==> config.mk <==
export PLATFORM = sky130hd
export DESIGN_NAME = demand_pacer
export DESIGN_NICKNAME = d
export VERILOG_FILES = /design/src/rtl/demand_pacer.sv
export SDC_FILE = /design/constraint.sdc
export NUM_CORES = 1
export LEC_CHECK = 0
export CORE_MARGIN = 4
export CORE_UTILIZATION = 50
export CTS_BUF_LIST = sky130_fd_sc_hd__clkbuf_8
export DETAILED_ROUTE_END_ITERATION = 12
export GPL_TIMING_DRIVEN = 0
export PLACE_DENSITY = 0.78
export SLEW_MARGIN = 30
export SYNTH_ARGS = -nofsm -noshare
export SYNTH_HDL_FRONTEND = slang
export SYNTH_SLANG_ARGS = --single-unit
==> constraint.sdc <==
create_clock -name clk -period 2.2 [get_ports clk]
set_input_delay 0.33 -clock clk [delete_from_list [all_inputs] [get_ports clk]]
set_output_delay 0.33 -clock clk [all_outputs]
set_load 0.02 [all_outputs]
==> src/rtl/demand_pacer.sv <==
// demand_pacer: single-chamber VVI/VOO demand pacing core; `PACER_HYST_EN adds sense-triggered escape hysteresis
module demand_pacer #(
    parameter int CNT_W    = 16,
    parameter int LRI_CYC  = 50000,
    parameter int VRP_CYC  = 15000,
    parameter int PW_CYC   = 50,
    parameter int HYST_CYC = 60000
) (
    input  logic       clk,
    input  logic       rst_n,
    input  logic       en,
    input  logic       mode,
    input  logic       sense_in,
    output logic       pace_out,
    output logic       sense_evt,
    output logic       refractory,
    output logic [1:0] state,
    output logic [7:0] pace_cnt
);
    typedef enum logic [1:0] {IDLE = 2'd0, ALERT = 2'd1, PACE = 2'd2, REFRACT = 2'd3} state_t;

    localparam logic [CNT_W-1:0] LRI_M1 = CNT_W'(LRI_CYC - 1);
    localparam logic [CNT_W-1:0] VRP_M1 = CNT_W'(VRP_CYC - 1);
    localparam logic [CNT_W-1:0] PW_M1  = CNT_W'(PW_CYC - 1);

    state_t           cur, nxt;
    logic [CNT_W-1:0] t, t_nxt, esc_m1;
    logic             s1, s2, s3, s_edge, qual, pace_go;

    if (!(PW_CYC >= 1 && PW_CYC < VRP_CYC && VRP_CYC < LRI_CYC && LRI_CYC <= HYST_CYC &&
          longint'(HYST_CYC) < (longint'(1) << CNT_W))) begin : g_bad_params
        $error("demand_pacer: timing parameters out of range");
    end

`ifdef PACER_HYST_EN
    localparam logic [CNT_W-1:0] HYST_M1 = CNT_W'(HYST_CYC - 1);
    logic hyst;
    // Remember whether the most recent event was a qualified sense (stretches the next escape)
    always_ff @(posedge clk or negedge rst_n)
        if (!rst_n) hyst <= 1'b0;
        else if (qual) hyst <= 1'b1;
        else if (pace_go) hyst <= 1'b0;
    assign esc_m1 = hyst ? HYST_M1 : LRI_M1;
`else
    assign esc_m1 = LRI_M1;
`endif

    // Two-flop synchroniser followed by a registered rising-edge detector on sense_in
    always_ff @(posedge clk or negedge rst_n)
        if (!rst_n) begin
            {s1, s2, s3, s_edge} <= '0;
        end else begin
            s1     <= sense_in;
            s2     <= s1;
            s3     <= s2;
            s_edge <= s2 & ~s3;
        end

    // Next-state and interval timer; sense beats expiry in ALERT, and dropping en overrides all
    always_comb begin
        nxt     = cur;
        t_nxt   = &t ? t : t + 1'b1;
        qual    = 1'b0;
        pace_go = 1'b0;
        case (cur)
            IDLE: if (en) begin
                nxt   = ALERT;
                t_nxt = '0;
            end
            ALERT: if (s_edge && !mode) begin
                nxt   = REFRACT;
                t_nxt = '0;
                qual  = 1'b1;
            end else if (t == esc_m1) begin
                nxt     = PACE;
                t_nxt   = '0;
                pace_go = 1'b1;
            end
            PACE:    if (t == PW_M1) nxt = REFRACT;
            REFRACT: if (t == VRP_M1) nxt = ALERT;
        endcase
        if (!en) begin
            nxt     = IDLE;
            qual    = 1'b0;
            pace_go = 1'b0;
        end
    end

    // State, timer and registered outputs decoded from the next state
    always_ff @(posedge clk or negedge rst_n)
        if (!rst_n) begin
            cur        <= IDLE;
            t          <= '0;
            pace_out   <= 1'b0;
            sense_evt  <= 1'b0;
            refractory <= 1'b0;
            pace_cnt   <= '0;
        end else begin
            cur        <= nxt;
            t          <= t_nxt;
            pace_out   <= nxt == PACE;
            sense_evt  <= qual;
            refractory <= nxt == PACE || nxt == REFRACT;
            if (pace_go && pace_cnt != 8'hff) pace_cnt <= pace_cnt + 8'd1;
        end

    assign state = cur;
endmodule

Yosys cells after proc, flatten, opt, wreduce, memory -nomap -nowiden
Index checks and enable logic that the tools add are counted.

storage, ports and cells
  register bits = 33
  latch bits = 0
  memory bits (writable) = 0
  bits in read-only memories = 0
  output and inout bits = 13
  logic and storage cells = 47
  memories kept = 0

operators by class
  $add $sub $neg = 2
  $mul = 0
  divide/modulo/power cells = 0
  magnitude comparators = 0
  equality and inequality tests = 9
  shifts and indexed selects = 0
  mux-type cells = 18
  bitwise gates (word level) = 2
  reduce and logical (&&, ||, !) cells = 6

operators with widths
  cell                                                                number
  16-bit two-way mux                                                  4
  16-bit one-hot mux with 2 select lines                              1
  16-bit by 1-bit adder with 16-bit output (second input constant)    1
  16-bit by 14-bit == test with 1-bit output (second input constant)  1
  16-bit == test (second input constant)                              1
  16-bit by 6-bit == test with 1-bit output (second input constant)   1
  16-bit AND reduction                                                1
  2-bit two-way mux                                                   5
  8-bit by 1-bit adder with 8-bit output (second input constant)      1
  2-bit == test (second input constant)                               4
  8-bit inequality test (second input constant)                       1
  2-bit one-hot mux with 4 select lines                               1
  1-bit two-way mux                                                   7
  2-bit by 1-bit == test with 1-bit output (second input constant)    1
  1-bit logical AND                                                   2
  2-bit logical NOT                                                   1
  1-bit bitwise AND                                                   1
  1-bit logical NOT                                                   1
  1-bit logical OR                                                    1
  1-bit NOT                                                           1

Logic depth before layout (Yosys ltp)
Gate-level depths: netlist of run 1.

  depth after elaboration = 7
  mapped depth = 7
  gate-level depth less buffers = 6

Worst setup path before layout of run 1
OpenSTA, ideal clock, no wires.

  path kind = register to register
  from = reg t[13]
  to = reg t[0]
  arrival time = 1,979 ps
  data required time = 2,081 ps
  setup slack = 102 ps
  stages on the path, launching flop included = 7
  period minus slack after synthesis = 2,098 ps
  cell sequence = dfrtp_1 or4_4 nor4_4 nand2_1 a311oi_4 buf_6 nor2_1

between the ends
  cells in the longest elaborated chain, start to end = 5

ends and longest elaborated chain
  element                                     line  RTL
  from (decl)                                 27    logic [CNT_W-1:0] t, t_nxt, esc_m1;
  from (signal assigned)                      100   t <= t_nxt;
  16-bit AND reduction                        62    t_nxt = &t ? t : t + 1'b1;
  16-bit two-way mux                          62
  16-bit two-way mux                          74    end else if (t == esc_m1) begin
  16-bit two-way mux                          70    ALERT: if (s_edge && !mode) begin
  16-bit one-hot mux with 2 select lines (*)  65    case (cur)
  via t_nxt[0]                                27

Mark *: on every way through the listed nets, which the timed path passes. The rest lies on a longest branch.
A chain may end at the register's enable or synchronous reset.

Final worst setup path of run 1
  from = reg t[8]
  to = reg pace_out

between the ends
  cells in the longest elaborated chain, start to end = 6

ends and longest elaborated chain
  element                                    line  RTL
  16-bit == test                             74
  2-bit two-way mux                          74
  2-bit two-way mux                          70
  2-bit one-hot mux with 4 select lines (*)  65
  2-bit two-way mux (*)                      82    if (!en) begin
  via nxt[1]                                 26    state_t cur, nxt;
  2-bit == test (*)                          101   pace_out <= nxt == PACE;
  to (signal assigned)                       94    pace_out <= 1'b0;
  to (signal assigned)                       101
  to (decl)                                  14    output logic pace_out,

Marked as above.

==> key figures, run 1 <==
Detailed routing
  • Iter 0 DRT Violations: 80
  • # DRC: 0
  • ANT nets after route: 0
  • Post-Route WL: 4065 um
  • DR WL/cell: ~17 um
  • Via/cell ratio: 5.823
  • TritonRoute pass-1 iters: 4
  • Vias: approximately 1400

Finish
  • Post-layout nets: 200
  • Final instance area: approximately 0.0021 mm2
  • Synth-to-layout area growth: 28.60%
  • Antenna diodes: 0
  • Commonest non-fill, non-tap cell in the layout: dfrtp_1
  • Ratio of cells with drive above 1 in the final layout: 0.2280
  • Commonest non-fill, non-tap cells in the layout: dfrtp_1 (29), nor2_1 (20), clkdlybuf4s50_1 (16)
  • Fin util: 0.6835

CTS
  • Num CTS Buffers: 5
  • CTS H-Tree Depth: 2
  • CTS tree: built
  • CTS Root Cell: clkbuf_8
  • Clock latency on the worst-skew pair: 290 ps
  • Cts hold-fix bufs: 0
  • Clk pin slew, worst setup/hold paths: roughly 70 ps
  • Clock tree buffer depth: 2
  • CTS Sinks: 33

Yosys
  • Seq/Total Area, Yosys: 0.5008
  • Mapped Area: 0.001649 mm2
  • Adder-cell share of the synthesized area: 0.02276
  • Flops & latches, synth: 33
  • EDFF count, synth: 0
  • Post-synthesis compound-gate area fraction: 0.07132
  • Async SR Flop Fraction: 1.000
  • Mapped Avg Cell Area: between 10 and 15 um2
  • Synth Warn #: 0
  • Mux cell area share after synthesis: 0.01897
  • Cells after Synth: around 160
  • Synth Area in XOR/XNOR: 0.07436
  • Area share of and/or/nand/nor cells after synthesis: 0.2898
  • Ys flop type: dfrtp_1
  • Distinct cells, synth: 43
  • Syn_nets: 166
  • Largest family of logic cells by synthesized area: simple AND/OR/NAND/NOR gates

Placement
  • RD Place Congestion: 0.9194
  • Post-DP HPWL: 2587 um
  • Buffers on Ports: 17
  • Placed inst area: 0.001869 mm2

Timing
  • Final Max Tran Viols: 0
  • Relative slew margins: 0.5325
  • Skew final: 5.264 ps
  • Setup tns final: 0 ps
  • Worst-Margin Slew: 701.3 ps
  • Fin crit share: 0.9805
  • Fmax achieved: 463.6 MHz
  • Period minus WS final: 2157 ps
  • Final Hold Viols: 0
  • Final Setup Violations: 0

Worst setup path
  • Crit path kind: flop to flop
  • RR Startpoint: t[8]
  • Worst r2r dst: pace_out
  • Worst Path Required: 2380 ps
  • CP max FO: 9
  • CP arrival: roughly 2300 ps
  • Startpoint types: flop
  • R2R cell count: 6
  • Endpoint type of the worst setup path: flop
  • Flop-to-flop setup slack: 40 ps

Die
  • Die ar.: ~0.0043 mm2
  • Die height: 65.43 um
  • Die width: 65.43 um
  • Core area: 0.003103 mm2
  • Initial core utilization: 0.5315
  • I/O pin cnt: 18
  • Rows: 20

GRT
  • First-pass GRT wire length: 6603 um
  • Largest net degree at the start of global routing: 34
  • Initial antenna violation count: 0
  • Gr ovfl total: 0
  • Gr usage total: 0.2067
  • Vias in the first global route: 1422

Pwr
  • Int Pwr: 966.0 uW
  • Logic pwr share: 0.088
  • Share of total power in the clock network: 0.392
  • Pwr Density: about 600 mW/mm2
  • Sequential share of power: 0.521
  • Pwr Total: 1274 uW
  • Switching share of power: 0.2418
  • LEAKAGE: approximately 0.00094 uW
  • Sw power: 308.0 uW
  • Maximum vdd drop: 371.8 uV

Outcome
  • Outcome: complete, no violations

Worst hold path
  • HP Class: primary input to async pin

Run
  • Max Cap Violations: 0
synth_stat cells, types with 2 or more instances:
| cell type | count | share of area |
|---|---|---|
| nand2b_1 | 2 | 0.0076 |
| dfrtp_1 | 33 | 0.50 |
| nand2_1 | 10 | 0.023 |
| xnor2_1 | 3 | 0.016 |
| buf_2 | 2 | 0.0061 |
| a21oi_1 | 3 | 0.0091 |
| a211oi_1 | 2 | 0.0091 |
| mux2i_1 | 2 | 0.012 |
| nor2b_1 | 3 | 0.011 |
| nor3_1 | 5 | 0.015 |
| and4_1 | 2 | 0.011 |
| nor4_1 | 2 | 0.0076 |
| and3_1 | 5 | 0.019 |
| nand3_1 | 11 | 0.033 |
| nand4_1 | 10 | 0.038 |
| ha_1 | 3 | 0.023 |
| clkbuf_1 | 3 | 0.0068 |
| nor2_1 | 20 | 0.046 |
| xor2_1 | 11 | 0.058 |
| a31oi_1 | 3 | 0.011 |
power by group through the flow:
stage,logic (uW),registers [uW],clock network (uW)
CTS,115,649,508
global placement,94.3,657,0
global route,122,670,530
floorplan,55.5,658,0
finish,112,663,499
detailed placement,100,660,0
what timing repair did:
item / in CTS / in global routing
cloned: 1 / 0
endpoints found under the hold margin: 0 / 0
endpoints found under the setup margin: 17 / 20
gates resized for setup: 6 / 15
setup buffers: 5 / 5
pin swaps: 2 / 4
flip-flops by register name, indices dropped and copies added (netlist names):
signal,count
t,16
pace_cnt,8
state,2
pace_out,1
refractory,1
s1,1
s2,1
s3,1
s_edge,1
sense_evt,1
critical path, cell delays in order (launching register included):
cell	delay, ps
dfrtp_1	360
buf_4	160
or4b_2	680
nor3_2	250
a21oi_2	90
or3b_1	370
nor2b_1	140
worst max path at each step:
stage | depth (start not counted) | endpoint | from | slack, ps
after floorplan | 6 | t[0] | t[13] | 100
after global placement | 6 | t[0] | t[13] | -150
after detailed placement | 6 | t[0] | t[13] | -230
after CTS | 7 | t[10] | t[13] | 4
after global routing | 7 | state[0] | t[8] | -70
final | 6 | pace_out | t[8] | 40
metrics by stage:
stage / setup slack (ps) / hold WS, ps / instances
floorplan: 101.7 / 34.41 / 158
global placement: -146.4 / 345.7 / 219
detailed placement: -233.8 / 338.8 / 219
CTS: 4.284 / 109.2 / 233
global route: -65.17 / 144.9 / 237
finish: 42.91 / 87.35 / 237
cell families (layout without fill, tap and decap cells):
| logic type | Yosys count | count (layout) |
|---|---|---|
| XOR/XNOR | 14 | 14 |
| adder cells (fa/ha/maj) | 3 | 3 |
| buffers and inverters | 7 | 42 |
| AND/OR/NAND/NOR | 84 | 84 |
| flip-flops | 33 | 33 |
| AO/OA/AOI/OAI | 14 | 14 |
| multiplexers | 3 | 3 |
metal layers:
metal	share of wire	track usage
met5	0	0
met4	0.019	0.1036
met3	0.042	0.04786
met2	0.53	0.3464
met1	0.41	0.2478
layout make-up:
class | instances | area [um2]
Clock buffer | 7 | 96.34
Clock inverter | 1 | 5.005
Buffer | 5 | 35.03
Multi-Input combinational cell | 118 | 839.6
Inverter | 1 | 3.754
Fill cell | 247 | 982.2
Timing Repair Buffer | 28 | 255.2
Sequential cell | 33 | 830.8
Tap cell | 44 | 55.05
Power figures use the tool's default switching activity.
==> run 2: changes to the inputs <==
--- a/config.mk
+++ b/config.mk
@@ -6,11 +6,10 @@
 export NUM_CORES = 1
 export LEC_CHECK = 0
 export CORE_MARGIN = 4
-export CORE_UTILIZATION = 50
-export CTS_BUF_LIST = sky130_fd_sc_hd__clkbuf_8
+export CORE_UTILIZATION = 55
 export DETAILED_ROUTE_END_ITERATION = 12
 export GPL_TIMING_DRIVEN = 0
-export PLACE_DENSITY = 0.78
+export PLACE_DENSITY = 0.81
 export SLEW_MARGIN = 30
 export SYNTH_ARGS = -nofsm -noshare
 export SYNTH_HDL_FRONTEND = slang
==> constraint.sdc (replaced) <==
create_clock -name clk -period 2 [get_ports clk]
set_input_delay 0.3 -clock clk [delete_from_list [all_inputs] [get_ports clk]]
set_output_delay 0.3 -clock clk [all_outputs]
set_load 0.02 [all_outputs]
==> run 2 against run 1 <==
  * The flow now finishes with violations (negative setup slack)
  * Largest cell class unchanged
  * Sequential share of layout area shrank 0.22 points
  * Register-to-register slack got worse by 100 ps
  * Design area rose by 0.71%
  * Utilization grew 7.8 points
  * Via count rose by 0.94%
  * Final cell count fell by 5.1%
  * Routed wire length decreased by 8.7%
  * Fmax up 4.7%
  * First-iteration DRC count is 33% lower
  * Combinational power increased by 29%
  * Sequential power grew 8.7%
  * Die area fell by 8.0%
==> key figures, run 2 (same netlist as run 1, synthesis figures left out) <==
Worst setup path
  • CP cell instances: or4_4 > nor4_4 > nand2_2 > a311oi_4 > buf_6 > buf_6 > nor2_2
  • CP Capture Point: t[5]
  • RR Startpoint: t[10]
  • CP max FO: 6
  • Endpoint type of the worst setup path: flop
  • R2R cell count: 7
  • Slowest-stage cell, CP: or4_4
  • Worst path top cell family by delay: simple AND/OR/NAND/NOR gates
  • CP dominant cell by count: buf_6
  • Worst path depth: 7
  • Flop-to-flop setup slack: -60 ps
  • CP Launch Point: t[10]
  • Worst r2r dst: t[5]
  • CP arrival: ~2300 ps
  • Worst Path Required: 2230 ps
  • Bufs and invs on worst path: 2
  • Slowest stage delay, CP: 560 ps
  • Crit path kind: flop to flop
  • Startpoint types: flop

Finish
  • Commonest non-fill, non-tap cells in the layout: dfrtp_1 (28), clkdlybuf4s50_1 (16), nor2_1 (11), xor2_1 (11), buf_4 (11)
  • Fillcell total: 184
  • Reg with most FFs: t
  • Antenna diodes: 0
  • FF/Latch Area: between 800 and 900 um2
  • Commonest non-fill, non-tap cell in the layout: dfrtp_1
  • Largest register FFs: 16
  • Synth-to-layout area growth: 29.51%
  • Final instance area: 0.002136 mm2
  • Layout Cells excl Fill: ~230
  • Post-layout nets: 202
  • Ratio of cells with drive above 1 in the final layout: 0.3093
  • Area of the multi-input gates: 897.1 um2

Die
  • Rows: 19
  • Die width: 62.76 um
  • Initial core utilization: 0.5879
  • Core area: 0.002805 mm2
  • Die ar.: slightly below 0.004 mm2
  • I/O pin cnt: 18
  • Die height: 62.76 um

Placement
  • RD Place Congestion: 0.9772
  • Placed instance count: 206
  • Placed inst area: 0.001858 mm2
  • Buffers on Ports: 17
  • Post-DP HPWL: approximately 2400 um

GRT
  • Gr ovfl total: 0
  • Largest net degree at the start of global routing: 34
  • Vias in the first global route: roughly 1300
  • Initial antenna violation count: 0
  • First-pass GRT wire length: 6313 um
  • Gr usage total: 0.2034

Pwr
  • Maximum vdd drop: 438.4 uV
  • Pwr Density: 581.2 mW/mm2
  • LEAKAGE: 0.0009516 uW
  • Pwr Total: 1241 uW

Detailed routing
  • TritonRoute pass-1 iters: 4
  • Vias: 1393
  • # DRC: 0
  • Via/cell ratio: 6.191
  • Iter 0 DRT Violations: 54
  • ANT nets after route: 0
  • Post-Route WL: 3712 um
  • DR WL/cell: 16.50 um

CTS
  • Clock tree buffer depth: 2
  • CTS Root Cell: clkbuf_4
  • CTS Sinks: 33
  • Clock latency on the worst-skew pair: 340 ps
  • CTS tree: built
  • Clk pin slew, worst setup/hold paths: about 90 ps
  • Num CTS Buffers: 5
  • CTS H-Tree Depth: 2

Timing
  • Relative slew margins: 0.5191
  • Skew final: 5.578 ps
  • Worst-Margin Slew: 721.3 ps
  • Period minus WS final: 2060 ps
  • Fin crit share: 1.030
  • Setup tns final: -783.5 ps
  • Final Hold Viols: 0
  • Final Max Tran Viols: 0
  • Worst setup margin: -60.16 ps
  • Final Setup Violations: 15
  • Hold_ws: between 10 and 15 ps
  • RSZ-0062 raised after global routing: yes
  • Fmax achieved: about 490 MHz

Worst hold path
  • HP Class: primary input to async pin

Outcome
  • Outcome: finished, violations left
  • Failing checks: negative setup slack

Run
  • Max Cap Violations: 0
## run 2: how the worst min path moves through the flow
stage	startpoint	endpoint	slack (ps)
floorplan	rst_n	pace_cnt[0]	4
global placement	s1	s2	340
detailed placement	s1	s2	340
CTS	rst_n	sense_evt	40
global route	rst_n	t[9]	70
finish	rst_n	sense_evt	10
## run 2: routing by layer
layer  GRT usage  vias to the layer above  routed length, um
li1            -                      643                  -
met1      0.2870                      697               1709
met2      0.2929                       44               1729
met3     0.05036                        9                197
met4     0.09366                        0                 76
met5           0                        -                  0
## run 2: repair_timing
action	CTS	global route
setup buffers	9	4
pin swaps	13	3
hold endpoints to repair	0	0
resized for setup	19	18
gates cloned	1	0
hold buffers	0	0
setup endpoints to repair	22	24
## run 2: power breakdown
part           internal [uW]  switching, uW
logic                   75.1           69.9
registers                691           30.3
clock network            166            210
total                    931            310
## run 2: area by class of cell
| type | count | share of cell area |
|---|---|---|
| clock buffer | 7 | 0.02578 |
| sequential | 33 | 0.3896 |
| multi-input combinational | 118 | 0.4200 |
| timing repair buffer | 31 | 0.1318 |
| buffer | 4 | 0.01289 |
| tap | 31 | 0.01816 |
| inverter | 1 | 0.001757 |
## run 2: through the flow
step	setup slack, ps	utilization
after floorplan	-27.78	-
after global placement	-253.9	0.6641
after detailed placement	-294.9	0.6624
after CTS	-93.11	0.7275
after global routing	-123.0	0.7614
final	-60.16	0.7614
